### src/rtl/bus_demultiplexer_pkg.sv
// Shared types for the bus demultiplexer: FSM state encoding and the data
// value returned on errors, write acknowledges and timeouts.
package bus_demultiplexer_pkg;

   typedef enum logic [1:0] {
      IDLE,
      REQ,
      RESP,
      DONE
   } state_t;

   // Wide enough for any practical data width; users slice [WIDTH-1:0].
   localparam int ERR_DATA_MAX_WIDTH = 1024;
   localparam logic [ERR_DATA_MAX_WIDTH-1:0] ERR_DATA = '0;

endpackage

### src/rtl/bus_demultiplexer_if.sv
// Upstream request/response and downstream fan-out signals of the demultiplexer.
// slave = view of the demultiplexer itself, master = view of the surrounding system.
interface bus_demultiplexer_if
   import bus_demultiplexer_pkg::*;
#(
   parameter int WIDTH      = 32,
   parameter int ADDR_WIDTH = 32,
   parameter int CHANNELS   = 2
);
   logic                  up_req_valid;
   logic                  up_req_ready;
   logic [ADDR_WIDTH-1:0] up_req_addr;
   logic [WIDTH-1:0]      up_req_wdata;
   logic                  up_req_we;
   logic                  up_rsp_valid;
   logic [WIDTH-1:0]      up_rsp_rdata;
   logic                  up_rsp_err;

   logic [CHANNELS-1:0]   dn_req_valid;
   logic [CHANNELS-1:0]   dn_req_ready;
   logic [ADDR_WIDTH-1:0] dn_req_addr;
   logic [WIDTH-1:0]      dn_req_wdata;
   logic                  dn_req_we;
   logic [CHANNELS-1:0]   dn_rsp_valid;
   logic [WIDTH-1:0]      dn_rsp_rdata [CHANNELS];

   modport slave (
      input  up_req_valid, up_req_addr, up_req_wdata, up_req_we,
      input  dn_req_ready, dn_rsp_valid, dn_rsp_rdata,
      output up_req_ready, up_rsp_valid, up_rsp_rdata, up_rsp_err,
      output dn_req_valid, dn_req_addr, dn_req_wdata, dn_req_we
   );

   modport master (
      output up_req_valid, up_req_addr, up_req_wdata, up_req_we,
      output dn_req_ready, dn_rsp_valid, dn_rsp_rdata,
      input  up_req_ready, up_rsp_valid, up_rsp_rdata, up_rsp_err,
      input  dn_req_valid, dn_req_addr, dn_req_wdata, dn_req_we
   );

endinterface

### src/rtl/bus_demultiplexer_channel_decoder.sv
// Combinational select decoder: one-hot target vector plus a flag telling
// whether the select value names an existing channel (CHANNELS need not be 2^n).
module channel_decoder
   import bus_demultiplexer_pkg::*;
#(
   parameter int CHANNELS = 2,
   parameter int SEL_BITS = $clog2(CHANNELS)
) (
   input  logic [SEL_BITS-1:0] sel,
   output logic [CHANNELS-1:0] onehot,
   output logic                in_range
);

   genvar gi;
   generate
      for (gi = 0; gi < CHANNELS; gi++) begin : g_dec
         assign onehot[gi] = (sel == SEL_BITS'(gi));
      end
   endgenerate

   // Out-of-range selects decode to an all-zero vector, so no target is strobed.
   assign in_range = (int'(sel) < CHANNELS);

endmodule

### src/rtl/bus_demultiplexer.sv
// One-outstanding-transaction fan-out from an upstream memory bus to CHANNELS
// targets; optional watchdog enabled by defining BUS_DEMULTIPLEXER_TIMEOUT_EN.
module bus_demultiplexer
   import bus_demultiplexer_pkg::*;
#(
   parameter int WIDTH          = 32,
   parameter int ADDR_WIDTH     = 32,
   parameter int CHANNELS       = 2,
   parameter int SEL_BITS       = $clog2(CHANNELS),
   parameter int SEL_LSB        = 28,
   parameter int TIMEOUT_CYCLES = 256
) (
   input  logic                  clock,
   input  logic                  reset,
   bus_demultiplexer_if.slave    bus
);

   state_t                state_reg, state_next;
   logic [CHANNELS-1:0]   onehot_reg, onehot_next;
   logic [ADDR_WIDTH-1:0] addr_reg, addr_next;
   logic [WIDTH-1:0]      wdata_reg, wdata_next;
   logic                  we_reg, we_next;
   logic [WIDTH-1:0]      rdata_reg, rdata_next;
   logic                  err_reg, err_next;

   logic [SEL_BITS-1:0]   up_sel;
   logic [CHANNELS-1:0]   up_onehot;
   logic                  up_in_range;
   logic                  req_hs, rsp_hs, timeout;
   logic [WIDTH-1:0]      rsp_masked [CHANNELS];
   logic [WIDTH-1:0]      rsp_data;

   assign up_sel = bus.up_req_addr[SEL_LSB +: SEL_BITS];

   channel_decoder #(
      .CHANNELS (CHANNELS),
      .SEL_BITS (SEL_BITS)
   ) u_decoder (
      .sel      (up_sel),
      .onehot   (up_onehot),
      .in_range (up_in_range)
   );

   // The select is kept in one-hot form so handshakes and data steering are plain masks.
   assign req_hs = |(bus.dn_req_ready & onehot_reg);
   assign rsp_hs = |(bus.dn_rsp_valid & onehot_reg);

   genvar gi;
   generate
      for (gi = 0; gi < CHANNELS; gi++) begin : g_rsp
         assign rsp_masked[gi] = onehot_reg[gi] ? bus.dn_rsp_rdata[gi] : '0;
      end
   endgenerate

   always_comb begin
      rsp_data = '0;
      for (int i = 0; i < CHANNELS; i++) begin
         rsp_data = rsp_data | rsp_masked[i];
      end
   end

`ifdef BUS_DEMULTIPLEXER_TIMEOUT_EN
   localparam int CNT_W = $clog2(TIMEOUT_CYCLES);
   localparam logic [CNT_W-1:0] CNT_LIMIT = CNT_W'(TIMEOUT_CYCLES - 1);

   logic [CNT_W-1:0] cnt_reg, cnt_next;

   // Saturates at the limit so a handshake won at the limit in REQ still
   // leaves RESP guarded on its first cycle.
   always_comb begin
      cnt_next = cnt_reg;
      if (state_reg == IDLE) begin
         cnt_next = '0;
      end else if ((state_reg == REQ || state_reg == RESP) && cnt_reg != CNT_LIMIT) begin
         cnt_next = cnt_reg + 1'b1;
      end
   end

   always_ff @(posedge clock or posedge reset) begin
      if (reset) begin
         cnt_reg <= '0;
      end else begin
         cnt_reg <= cnt_next;
      end
   end

   assign timeout = (cnt_reg == CNT_LIMIT);
`else
   assign timeout = 1'b0;
`endif

   always_comb begin
      state_next  = state_reg;
      onehot_next = onehot_reg;
      addr_next   = addr_reg;
      wdata_next  = wdata_reg;
      we_next     = we_reg;
      rdata_next  = rdata_reg;
      err_next    = err_reg;
      case (state_reg)
         IDLE: begin
            if (bus.up_req_valid) begin
               onehot_next = up_onehot;
               addr_next   = bus.up_req_addr;
               wdata_next  = bus.up_req_wdata;
               we_next     = bus.up_req_we;
               if (up_in_range) begin
                  state_next = REQ;
               end else begin
                  state_next = DONE;
                  err_next   = 1'b1;
                  rdata_next = ERR_DATA[WIDTH-1:0];
               end
            end
         end
         REQ: begin
            if (req_hs) begin
               state_next = RESP;
            end else if (timeout) begin
               state_next = DONE;
               err_next   = 1'b1;
               rdata_next = ERR_DATA[WIDTH-1:0];
            end
         end
         RESP: begin
            if (rsp_hs) begin
               state_next = DONE;
               err_next   = 1'b0;
               rdata_next = we_reg ? ERR_DATA[WIDTH-1:0] : rsp_data;
            end else if (timeout) begin
               state_next = DONE;
               err_next   = 1'b1;
               rdata_next = ERR_DATA[WIDTH-1:0];
            end
         end
         DONE: begin
            state_next = IDLE;
         end
         default: begin
            state_next = IDLE;
         end
      endcase
   end

   always_ff @(posedge clock or posedge reset) begin
      if (reset) begin
         state_reg  <= IDLE;
         onehot_reg <= '0;
         addr_reg   <= '0;
         wdata_reg  <= '0;
         we_reg     <= 1'b0;
         rdata_reg  <= '0;
         err_reg    <= 1'b0;
      end else begin
         state_reg  <= state_next;
         onehot_reg <= onehot_next;
         addr_reg   <= addr_next;
         wdata_reg  <= wdata_next;
         we_reg     <= we_next;
         rdata_reg  <= rdata_next;
         err_reg    <= err_next;
      end
   end

   assign bus.up_req_ready = (state_reg == IDLE);
   assign bus.up_rsp_valid = (state_reg == DONE);
   assign bus.up_rsp_rdata = rdata_reg;
   assign bus.up_rsp_err   = err_reg;
   assign bus.dn_req_valid = (state_reg == REQ) ? onehot_reg : '0;
   assign bus.dn_req_addr  = addr_reg;
   assign bus.dn_req_wdata = wdata_reg;
   assign bus.dn_req_we    = we_reg;

endmodule

### src/flat_wrapper.sv
// flat-port wrapper written by rule: the top's interface ports become plain ports
module bus_demultiplexer_flat import bus_demultiplexer_pkg::*;
#(
   parameter int WIDTH          = 32,
   parameter int ADDR_WIDTH     = 32,
   parameter int CHANNELS       = 2,
   parameter int SEL_BITS       = $clog2(CHANNELS),
   parameter int SEL_LSB        = 28,
   parameter int TIMEOUT_CYCLES = 256
)
  (clock, reset, bus_up_req_valid, bus_up_req_addr, bus_up_req_wdata, bus_up_req_we, bus_dn_req_ready, bus_dn_rsp_valid, bus_dn_rsp_rdata, bus_up_req_ready, bus_up_rsp_valid, bus_up_rsp_rdata, bus_up_rsp_err, bus_dn_req_valid, bus_dn_req_addr, bus_dn_req_wdata, bus_dn_req_we);
  bus_demultiplexer_if #(.WIDTH(WIDTH), .ADDR_WIDTH(ADDR_WIDTH), .CHANNELS(CHANNELS)) bus_i ();
  input  logic clock;
  input  logic reset;
  input wire logic [$bits(bus_i.up_req_valid)-1:0] bus_up_req_valid;
  input wire logic [$bits(bus_i.up_req_addr)-1:0] bus_up_req_addr;
  input wire logic [$bits(bus_i.up_req_wdata)-1:0] bus_up_req_wdata;
  input wire logic [$bits(bus_i.up_req_we)-1:0] bus_up_req_we;
  input wire logic [$bits(bus_i.dn_req_ready)-1:0] bus_dn_req_ready;
  input wire logic [$bits(bus_i.dn_rsp_valid)-1:0] bus_dn_rsp_valid;
  input wire logic [$bits(bus_i.dn_rsp_rdata)-1:0] bus_dn_rsp_rdata;
  output wire logic [$bits(bus_i.up_req_ready)-1:0] bus_up_req_ready;
  output wire logic [$bits(bus_i.up_rsp_valid)-1:0] bus_up_rsp_valid;
  output wire logic [$bits(bus_i.up_rsp_rdata)-1:0] bus_up_rsp_rdata;
  output wire logic [$bits(bus_i.up_rsp_err)-1:0] bus_up_rsp_err;
  output wire logic [$bits(bus_i.dn_req_valid)-1:0] bus_dn_req_valid;
  output wire logic [$bits(bus_i.dn_req_addr)-1:0] bus_dn_req_addr;
  output wire logic [$bits(bus_i.dn_req_wdata)-1:0] bus_dn_req_wdata;
  output wire logic [$bits(bus_i.dn_req_we)-1:0] bus_dn_req_we;
  assign bus_i.up_req_valid = bus_up_req_valid;
  assign bus_i.up_req_addr = bus_up_req_addr;
  assign bus_i.up_req_wdata = bus_up_req_wdata;
  assign bus_i.up_req_we = bus_up_req_we;
  assign bus_i.dn_req_ready = bus_dn_req_ready;
  assign bus_i.dn_rsp_valid = bus_dn_rsp_valid;
  assign bus_i.dn_rsp_rdata = {>>{bus_dn_rsp_rdata}};
  assign bus_up_req_ready = bus_i.up_req_ready;
  assign bus_up_rsp_valid = bus_i.up_rsp_valid;
  assign bus_up_rsp_rdata = bus_i.up_rsp_rdata;
  assign bus_up_rsp_err = bus_i.up_rsp_err;
  assign bus_dn_req_valid = bus_i.dn_req_valid;
  assign bus_dn_req_addr = bus_i.dn_req_addr;
  assign bus_dn_req_wdata = bus_i.dn_req_wdata;
  assign bus_dn_req_we = bus_i.dn_req_we;
  bus_demultiplexer #(.WIDTH(WIDTH), .ADDR_WIDTH(ADDR_WIDTH), .CHANNELS(CHANNELS), .SEL_BITS(SEL_BITS), .SEL_LSB(SEL_LSB), .TIMEOUT_CYCLES(TIMEOUT_CYCLES)) u_core (.clock(clock), .reset(reset), .bus(bus_i));
endmodule
### config.mk
export PLATFORM = sky130hd
export DESIGN_NAME = bus_demultiplexer_flat
export DESIGN_NICKNAME = d
export VERILOG_FILES = /design/src/rtl/bus_demultiplexer_pkg.sv /design/src/rtl/bus_demultiplexer_if.sv /design/src/rtl/bus_demultiplexer_channel_decoder.sv /design/src/rtl/bus_demultiplexer.sv /design/src/flat_wrapper.sv
export SDC_FILE = /design/constraint.sdc
export NUM_CORES = 1
export LEC_CHECK = 0
export BUFFER_PORTS_ARGS = -buffer_cell sky130_fd_sc_hd__buf_2
export CAP_MARGIN = 20
export CELL_PAD_IN_SITES_DETAIL_PLACEMENT = 0
export CELL_PAD_IN_SITES_GLOBAL_PLACEMENT = 1
export CORE_ASPECT_RATIO = 1.2
export CORE_MARGIN = 5
export CORE_UTILIZATION = 34
export CTS_CLUSTER_SIZE = 10
export DETAILED_ROUTE_END_ITERATION = 7
export PLACE_DENSITY = 0.77
export SETUP_SLACK_MARGIN = 0.5
export SKIP_LAST_GASP = 1
export SYNTH_ARGS = -nofsm -noshare
export SYNTH_HDL_FRONTEND = slang
export SYNTH_SLANG_ARGS = --single-unit
### constraint.sdc
create_clock -name clock -period 4.7 [get_ports clock]
set_input_delay 1.175 -clock clock [delete_from_list [all_inputs] [get_ports clock]]
set_output_delay 1.175 -clock clock [all_outputs]
set_load 0.1 [all_outputs]
==> metrics <==
DRC errors left=0; TritonRoute pass-1 iters=6; Area Overhead vs Synth=36.9%; mapped cell area=roughly 4400 um^2; initial antenna violation count=0; largest net degree at the start of global routing=74; Slew @ Worst Pin=0.883 ns; Synth top area share=0.567; Gate power share=0.044; post-cts repair resize count=0; Clock Latency Late Sink=roughly 0.33 ns; gr usage total=0.143; dpl hpwl=8750 um; GR Overflow Total=0; total number of vias=3252; Vias/cell=4.61; Hold Path Class=flip-flop to flip-flop; Yosys Warn Count=0; final core utilization=0.477; ant diodes=0; cells after synthesis=308; placed insts=689; nets@finish=between 600 and 700; Area contributors post-synth=dfrtp_1, mux2_2, mux2_4, a22oi_1, nor2_1; setup tns final=0 ns; CP startpoint kind=flip-flop; Tcrit/Tclk final=0.602; WL/cell=16.1 um; Peak VDD IR=~0.00015 V; H-tree Lvls=3; CP required=3.52 ns; clock sink total=100; CTS Buf Count=9; chip width=114 um; CP Max Fanout=4; CTS tree=done; share of cells above drive strength 1=0.665; sequential power share=0.486; PD cells=293 nW/um^2; CTS root buffer=clkbuf_16; Post-CTS Hold Fix Bufs=0; Hold Slack=0.502 ns; slew margin rel.=0.411; worst path bufs/invs=2; # rows=45; Die Area=15400 um^2; initial core utilization=0.348; RSZ-0062 raised after global routing=false; Design Power=0.00177 W; crit-path cells=inv_1 -> ha_1 -> and2_1 -> buf_2; syn_nets=448; total of max-cap violations=0; CP max stage delay=0.43 ns; Die Ht=135 um; Non-Filler Instances=705; Final min period=~2.8 ns; switch share=0.199; CP Capture Type=output port; vias in the first global route=3525; Placer Congestion=0.811; post-synthesis sequential element count=100; core area=12700 um^2; arrival time at the worst endpoint=1.65 ns; Synth Area per Inst=14.3 um^2; clock network power share=0.471; ANT nets after route=0; outcome=finished, final reports clean; Seq/Total Area, Yosys=0.567; initial DRC count=between 100 and 150; post-CTS setup buffer count=0; CP Class=flip-flop to output port; maximum clock frequency=0.353 GHz; Hold Vio Cnt, Final=0; Worst Clk Skew=0.00382 ns; Clock Tree Buf Depth=2; Power Internal=about 0.0014 W; global-route wire length before repair=around 18000 um; Pleak=3.62 nW; Synth area leader=dfrtp_1; Worst path slowest cell=buf_2; CP top delay family=buffers and inverters; # setup viols final=0; Clock transition at path regs=roughly 0.070 ns; I/O pin total=between 200 and 250; Yosys cell types=22; drt total wl=11400 um; # port buffers=roughly 240; Psw=between 0.0003 and 0.0004 W; Slew Limit Fails=0
==> final cells by class <==
| class | instances | area, um^2 |
|---|---|---|
| clock buffers | 9 | 225 |
| clock inverters | 6 | 114 |
| fillers | 1167 | 6630 |
| inverters | 3 | 13.8 |
| multi-input cells | 180 | 1730 |
| flip-flops and latches | 100 | 2500 |
| well taps | 164 | 205 |
| repair buffers | 243 | 1250 |
==> final timing paths <==
| kind | cells past startpoint | slack, ns | start | endpoint |
|---|---|---|---|---|
| min in group asynchronous | 2 | 1.02 | reset | u_core.bus.up_rsp_rdata[17] |
| worst max register to register | 5 | 2.55 | u_core.state_reg[0] | u_core.bus.dn_req_wdata[28] |
| worst min register to register | 1 | 0.50 | u_core.bus.dn_req_addr[13] | u_core.bus.dn_req_addr[13] |
| max in group asynchronous | 3 | 2.91 | reset | u_core.bus.dn_req_wdata[16] |
| worst min-delay path | 1 | 0.50 | u_core.bus.dn_req_addr[13] | u_core.bus.dn_req_addr[13] |
| worst max-delay path | 4 | 1.87 | u_core.state_reg[1] | bus_dn_req_valid[0] |
==> power groups by stage <==
stage	Sequential (W)	Combinational [W]	Clock (W)
after floorplan	0.000877	0.0000175	0
after global placement	0.000877	0.0000777	0
after detailed placement	0.000877	0.0000792	0
after CTS	0.000860	0.0000795	0.000863
after global routing	0.000859	0.0000872	0.000895
final	0.000860	0.0000772	0.000833
==> layer usage <==
metal / track usage / vias to the layer above / part of all wire
li1: - / 1544 / -
met1: 0.162 / 1545 / 0.38
met2: 0.246 / 144 / 0.51
met3: 0.0471 / 19 / 0.096
met4: 0.0587 / 0 / 0.020
met5: 0 / - / 0
==> synth_stat cells, drive strengths merged <==
library cell  count
a22oi            34
mux2             98
nor2             33
nor2b             1
nand2b            1
ha                4
a2bb2oi           1
and2              2
conb              1
a21oi             1
inv               3
clkbuf           10
nand2             2
buf              15
dfrtp           100
a31oi             1
a221oi            1
==> through the flow <==
stage / worst slack [ns] / area (um^2)
CTS: 1.39 / 6010
global placement: 1.81 / 5670
finish: 1.87 / 6040
detailed placement: 1.77 / 5670
global route: 1.79 / 6040
floorplan: 0.906 / 4410
==> layout by cell type, fill, tap and decap left out <==
cell type / instances
nor2b_1: 1
clkinv_4: 1
inv_4: 1
and2_1: 2
clkbuf_16: 9
nand2_1: 1
ha_1: 4
a22oi_1: 33
nand2b_4: 1
dfrtp_1: 100
buf_16: 1
bufinv_16: 3
mux2_2: 68
conb_1: 1
a31oi_1: 1
clkinvlp_4: 2
a221oi_1: 1
mux2_4: 30
buf_2: 236
nor2_1: 33
nand2_2: 1
inv_1: 2
a22oi_2: 1
buf_4: 6
a2bb2oi_1: 1
a21oi_1: 1
==> cells by family after synthesis <==
family,count (synthesis),synth area share
buffers and inverters,28,0.0420
DFF,100,0.567
and+or+nand+nor,39,0.0372
AOI/OAI and AO/OA,38,0.0655
muxes,98,0.276
adders and majority gates,4,0.0113
other,1,0.000850
Power figures use the tool's default switching activity.
